==> src/rtl/pc_ctrl_pkg.sv <==
// Shared definitions for the fetch-stage PC controller: state encoding and
// default PC geometry.
package pc_ctrl_pkg;

  localparam int PC_W = 32;
  localparam logic [31:0] DEF_RESET_VECTOR = 32'h0000_0000;
  localparam int DEF_INSTR_BYTES = 4;

  typedef enum logic [1:0] {
    BOOT  = 2'd0,
    RUN   = 2'd1,
    REDIR = 2'd2
  } pc_state_t;

endpackage

==> src/rtl/pc_ctrl_pc.sv <==
// Program counter register; loads pc_in every cycle and returns to the reset
// vector on a synchronous reset.
module pc_ctrl_pc #(
  parameter int                     W            = 32,
  parameter logic [W-1:0]           RESET_VECTOR = '0
) (
  input  logic         clk,
  input  logic         rst,
  input  logic [W-1:0] pc_in,
  output logic [W-1:0] pc_q
);

  always_ff @(posedge clk) begin
    if (rst) pc_q <= RESET_VECTOR;
    else     pc_q <= pc_in;
  end

endmodule

==> src/rtl/pc_ctrl.sv <==
// Fetch-stage controller: sequences the PC through advance, stall hold,
// branch redirect and slow-imem waits, and drives fetch/flush/valid strobes.
//
//   state | meaning
//   BOOT  | first cycle out of reset, no fetch issued, pc = reset vector
//   RUN   | normal fetch; pc advances when imem returns and nothing stalls
//   REDIR | redirect pending in tgt_q; waiting for imem to drop old fetch
module pc_ctrl
  import pc_ctrl_pkg::*;
#(
  parameter int                           PC_WIDTH_LENGTH = PC_W,
  parameter logic [PC_WIDTH_LENGTH-1:0]   RESET_VECTOR    = PC_WIDTH_LENGTH'(DEF_RESET_VECTOR),
  parameter int                           INSTR_BYTES     = DEF_INSTR_BYTES
) (
  input  logic                       clk,
  input  logic                       rst,
  input  logic                       stall,
  input  logic                       br_taken,
  input  logic [PC_WIDTH_LENGTH-1:0] br_target,
  input  logic                       imem_ready,
  output logic [PC_WIDTH_LENGTH-1:0] pc_out,
  output logic                       fetch_req,
  output logic                       if_valid,
  output logic                       flush_ifid,
  output logic                       flush_idex,
  output logic                       br_misalign
);

  pc_state_t                  state;
  logic [PC_WIDTH_LENGTH-1:0] tgt_q;
  logic [PC_WIDTH_LENGTH-1:0] tgt_aligned;
  logic [PC_WIDTH_LENGTH-1:0] pc_next;
  logic                       active;

  assign tgt_aligned = {br_target[PC_WIDTH_LENGTH-1:2], 2'b00};
  assign active      = (state != BOOT);

  always_comb begin
    pc_next = pc_out;
    case (state)
      RUN: begin
        if (br_taken) begin
          if (imem_ready) pc_next = tgt_aligned;
        end else if (!stall && imem_ready) begin
          pc_next = pc_out + PC_WIDTH_LENGTH'(INSTR_BYTES);
        end
      end
      REDIR: begin
        // A fresh branch arriving with imem_ready bypasses the stale tgt_q.
        if (imem_ready) pc_next = br_taken ? tgt_aligned : tgt_q;
      end
      default: pc_next = pc_out;
    endcase
  end

  pc_ctrl_pc #(
    .W            (PC_WIDTH_LENGTH),
    .RESET_VECTOR (RESET_VECTOR)
  ) u_pc (
    .clk   (clk),
    .rst   (rst),
    .pc_in (pc_next),
    .pc_q  (pc_out)
  );

  always_ff @(posedge clk) begin
    if (rst) begin
      state <= BOOT;
      tgt_q <= '0;
    end else begin
      case (state)
        BOOT: state <= RUN;
        RUN: begin
          if (br_taken && !imem_ready) begin
            tgt_q <= tgt_aligned;
            state <= REDIR;
          end
        end
        REDIR: begin
          if (br_taken) tgt_q <= tgt_aligned;
          if (imem_ready) state <= RUN;
        end
        default: state <= BOOT;
      endcase
    end
  end

  assign fetch_req   = active;
  assign if_valid    = (state == RUN) && imem_ready && !br_taken;
  assign flush_ifid  = br_taken && active && !rst;
  assign flush_idex  = br_taken && active && !rst;
  assign br_misalign = br_taken && (|br_target[1:0]) && active;

endmodule

==> config.mk <==
export PLATFORM = sky130hd
export DESIGN_NAME = pc_ctrl
export DESIGN_NICKNAME = d
export VERILOG_FILES = /design/src/rtl/pc_ctrl_pkg.sv /design/src/rtl/pc_ctrl_pc.sv /design/src/rtl/pc_ctrl.sv
export SDC_FILE = /design/constraint.sdc
export NUM_CORES = 1
export LEC_CHECK = 0
export ABC_AREA = 0
export CAP_MARGIN = 20
export CELL_PAD_IN_SITES_DETAIL_PLACEMENT = 1
export CELL_PAD_IN_SITES_GLOBAL_PLACEMENT = 1
export CORE_MARGIN = 1
export CORE_UTILIZATION = 35
export DETAILED_ROUTE_END_ITERATION = 12
export PLACE_DENSITY_LB_ADDON = 0.1
export SLEW_MARGIN = 20
export SYNTH_ARGS = -nofsm -noshare
export SYNTH_HDL_FRONTEND = slang
export SYNTH_HIERARCHICAL = 1
export SYNTH_SLANG_ARGS = --single-unit
==> constraint.sdc <==
create_clock -name clk -period 2.1 [get_ports clk]
set_clock_uncertainty 0.15 [all_clocks]
set_input_delay 0.42 -clock clk [delete_from_list [all_inputs] [get_ports clk]]
set_output_delay 0.42 -clock clk [all_outputs]
set_load 0.02 [all_outputs]
==> summary.md <==
| Metric | Value |
|---|---|
| Status | `complete, but fails checks` |
| Failing checks | `negative setup slack` |
| Die ar. | `13000 µm²` |
| Mapped cell area | `4400 µm²` |
| Comb power frac | `0.305` |
| Net Sw Frac | `0.325` |
| GRT Util Overall | `0.275` |
| CP startpoint kind | `flip-flop` |
| Via density | `5.55` |
| Area growth from synthesis to layout | `44.2%` |
| Most frequent cells in the layout | `94 x nand2_1, 88 x buf_4, 62 x clkdlybuf4s50_1` |
| Power density cells | `652 nW/µm²` |
| Final ANT Viol Nets | `0` |
| Max-cap viol count | `0` |
| # hold bufs at CTS | `0` |
| Maximum vdd drop | `0.273 mV` |
| GR Overflow Total | `0` |
| Post-synth EDFFs | `0` |
| Vias in the first global route | `5349` |
| CP arrival | `2.26 ns` |
| Sequential fraction of design power | `0.335` |
| Via count of the routed design | `5007` |
| Synth Instances | `595` |
| Final Hold Fails | `0` |
| First DRT Iteration DRCs | `263` |
| Crit Path Class | `reg2reg` |
| Row count | `40` |
| H-tree levels | `3` |
| Period utilisation layout | `1.02` |
| Initial antenna violation count | `0` |
| IO Pins | `74` |
| First-pass GRT wire length | `27700 µm` |
| Slew headroom | `0.460` |
| Fin crit period | `2.14 ns` |
| Final worst slack | `-0.0425 ns` |
| Unrepaired setup endpoints after global routing | `yes` |
| Die Wd | `114 µm` |
| CP max FO | `6` |
| Clock transition at path regs | `0.06 ns` |
| Dominant synthesized flop cell | `dfxtp_1` |
| Routed wire length | `17300 µm` |
| Clock root cell | `clkbuf_16` |
| Syn avg cell area | `7.40 µm²` |
| Clk sinks | `66` |
| Core footprint | `12200 µm²` |
| Power consumption | `4140 µW` |
| Switching power of the nets | `1350 µW` |
| Drt pass-1 iters | `5` |
| Seq/Total Area, Yosys | `0.300` |
| Static leakage | `0.00243 µW` |
| FFs w/ async S/R, synth | `0` |
| Final Setup Violations | `2` |
| P_int | `2790 µW` |
| Post-Syn Nets | `637` |
| DRC | `0` |
| Fillcell total | `1523` |
| PortBufs | `73` |
| Hold Slack | `0.308 ns` |
| Netlist cell types | `58` |
| Placer Congestion | `0.837` |
| #FFs+latches synth | `66` |
| DR WL/cell | `19.2 µm` |
| Required time of the critical path | `2.22 ns` |
| HPWL Detailed | `12600 µm` |
| TritonCTS Buffers | `9` |
| Largest net degree at the start of global routing | `67` |
| Synth warn | `6` |
| CTS tree | `built` |
| Layout Nets | `771` |
| N_diodes | `0` |
| Clock power frac | `0.361` |
| Critical Path Sink Type | `flip-flop` |
| Clk Latency, worst-skew pair | `0.34 ns` |
| Fraction of layout cells with a size suffix above 1 | `0.223` |
| Starting Density | `0.362` |
| Worst Tran Pin Value | `0.810 ns` |
| Fmax | `467 MHz` |
| Commonest non-fill, non-tap cell in the layout | `nand2_1` |
| Final slew viol count | `0` |
| Die Height | `114 µm` |
| Min-delay worst type | `reg2reg` |
| Clock buffer depth | `2` |
-- per-layer routing --
layer / wire length (µm) / global-route usage / vias up
met3: 605 / 0.0360 / 23
met1: 7950 / 0.347 / 2466
met4: 335 / 0.111 / 0
met2: 8390 / 0.474 / 111
met5: 0 / 0 / -
li1: - / - / 2407
-- area by class of cell --
class                           count  area, µm²  area share
Tap cell                          168        210      0.0331
Clock inverter                      2       10.0     0.00158
Sequential cell                    66       1340       0.212
Multi-Input combinational cell    466       2960       0.467
Inverter                           17       63.8      0.0100
Clock buffer                       14        274      0.0432
Timing Repair Buffer              169       1490       0.234
-- power groups by stage --
| stage | sequential [µW] | clock, µW | combinational [µW] |
|---|---|---|---|
| detailed placement | 1410 | 0 | 1190 |
| global route | 1390 | 1560 | 1370 |
| finish | 1390 | 1490 | 1260 |
| global placement | 1410 | 0 | 1150 |
| CTS | 1380 | 1520 | 1230 |
| floorplan | 1440 | 0 | 584 |
-- synthesized netlist by cell type (5+ instances only) --
| master | n | area share |
|---|---|---|
| nand2_1 | 98 | 0.084 |
| dfxtp_1 | 66 | 0.30 |
| a21oi_1 | 62 | 0.070 |
| nor2_1 | 35 | 0.030 |
| nor2b_1 | 35 | 0.050 |
| mux2i_1 | 33 | 0.075 |
| o21ai_0 | 30 | 0.034 |
| clkbuf_1 | 22 | 0.019 |
| inv_1 | 17 | 0.014 |
| nand3_1 | 17 | 0.019 |
| buf_2 | 15 | 0.017 |
| o22ai_1 | 14 | 0.020 |
| nand4_1 | 12 | 0.017 |
| o211ai_1 | 11 | 0.019 |
| and2_1 | 8 | 0.011 |
| o221ai_1 | 8 | 0.016 |
| a22oi_1 | 7 | 0.012 |
| xor2_1 | 7 | 0.014 |
| a211oi_1 | 6 | 0.010 |
| and3_1 | 6 | 0.0085 |
| nor3b_1 | 6 | 0.010 |
| a221o_1 | 5 | 0.011 |
| buf_1 | 5 | 0.0043 |
| ha_1 | 5 | 0.014 |
-- path summary, 6_finish.rpt --
path	from	to	slack, ns	cells past startpoint
setup / recovery	state[1]	u_pc/pc_q[25]	-0.04	9
setup reg to reg	state[1]	u_pc/pc_q[25]	-0.04	9
hold reg to reg	tgt_q[2]	tgt_q[2]	0.31	2
hold / removal	tgt_q[2]	tgt_q[2]	0.31	2
-- worst max-delay path, stage by stage, from the launching register on --
cell	delay [ns]
dfxtp_2	0.34
inv_2	0.05
ha_4	0.27
buf_6	0.11
nor2b_4	0.17
and3_1	0.17
a221o_1	0.14
or4b_1	0.45
nand3_1	0.09
nor2b_1	0.12
-- kinds of logic (layout without fill, tap and decap cells) --
logic type,after synthesis,after routing,share of synthesized area
AO/OA/AOI/OAI,173,173,0.249
XOR/XNOR,9,9,0.0179
adder cells (fa/ha/maj),5,5,0.0142
buffers and inverters,63,202,0.0614
flip-flops,66,66,0.300
multiplexers,36,36,0.0827
AND/OR/NAND/NOR,243,243,0.275
-- metrics by stage --
stage | worst slack [ns] | cells | util | cell area (µm²) | TNS, ns
floorplan | -0.0164 | 595 | - | 4460 | -0.0213
global placement | -0.381 | 885 | 0.486 | 5920 | -7.17
detailed placement | -0.455 | 885 | 0.486 | 5920 | -9.19
CTS | -0.0339 | 902 | 0.518 | 6300 | -0.0353
global route | -0.133 | 902 | 0.522 | 6350 | -0.607
finish | -0.0425 | 902 | 0.522 | 6350 | -0.0577
-- timing repair --
action	4_1_cts	5_1_grt
setup endpoints to repair	60	26
pin swaps	5	4
gates resized for setup	30	30
buffers inserted	1	0
-- sequential cells by signal, summed over array words and instances (netlist names) --
name / flops
tgt_q: 32
u_pc/pc_q: 32
state: 2
Note: power is estimated with default switching activity, not from simulation.
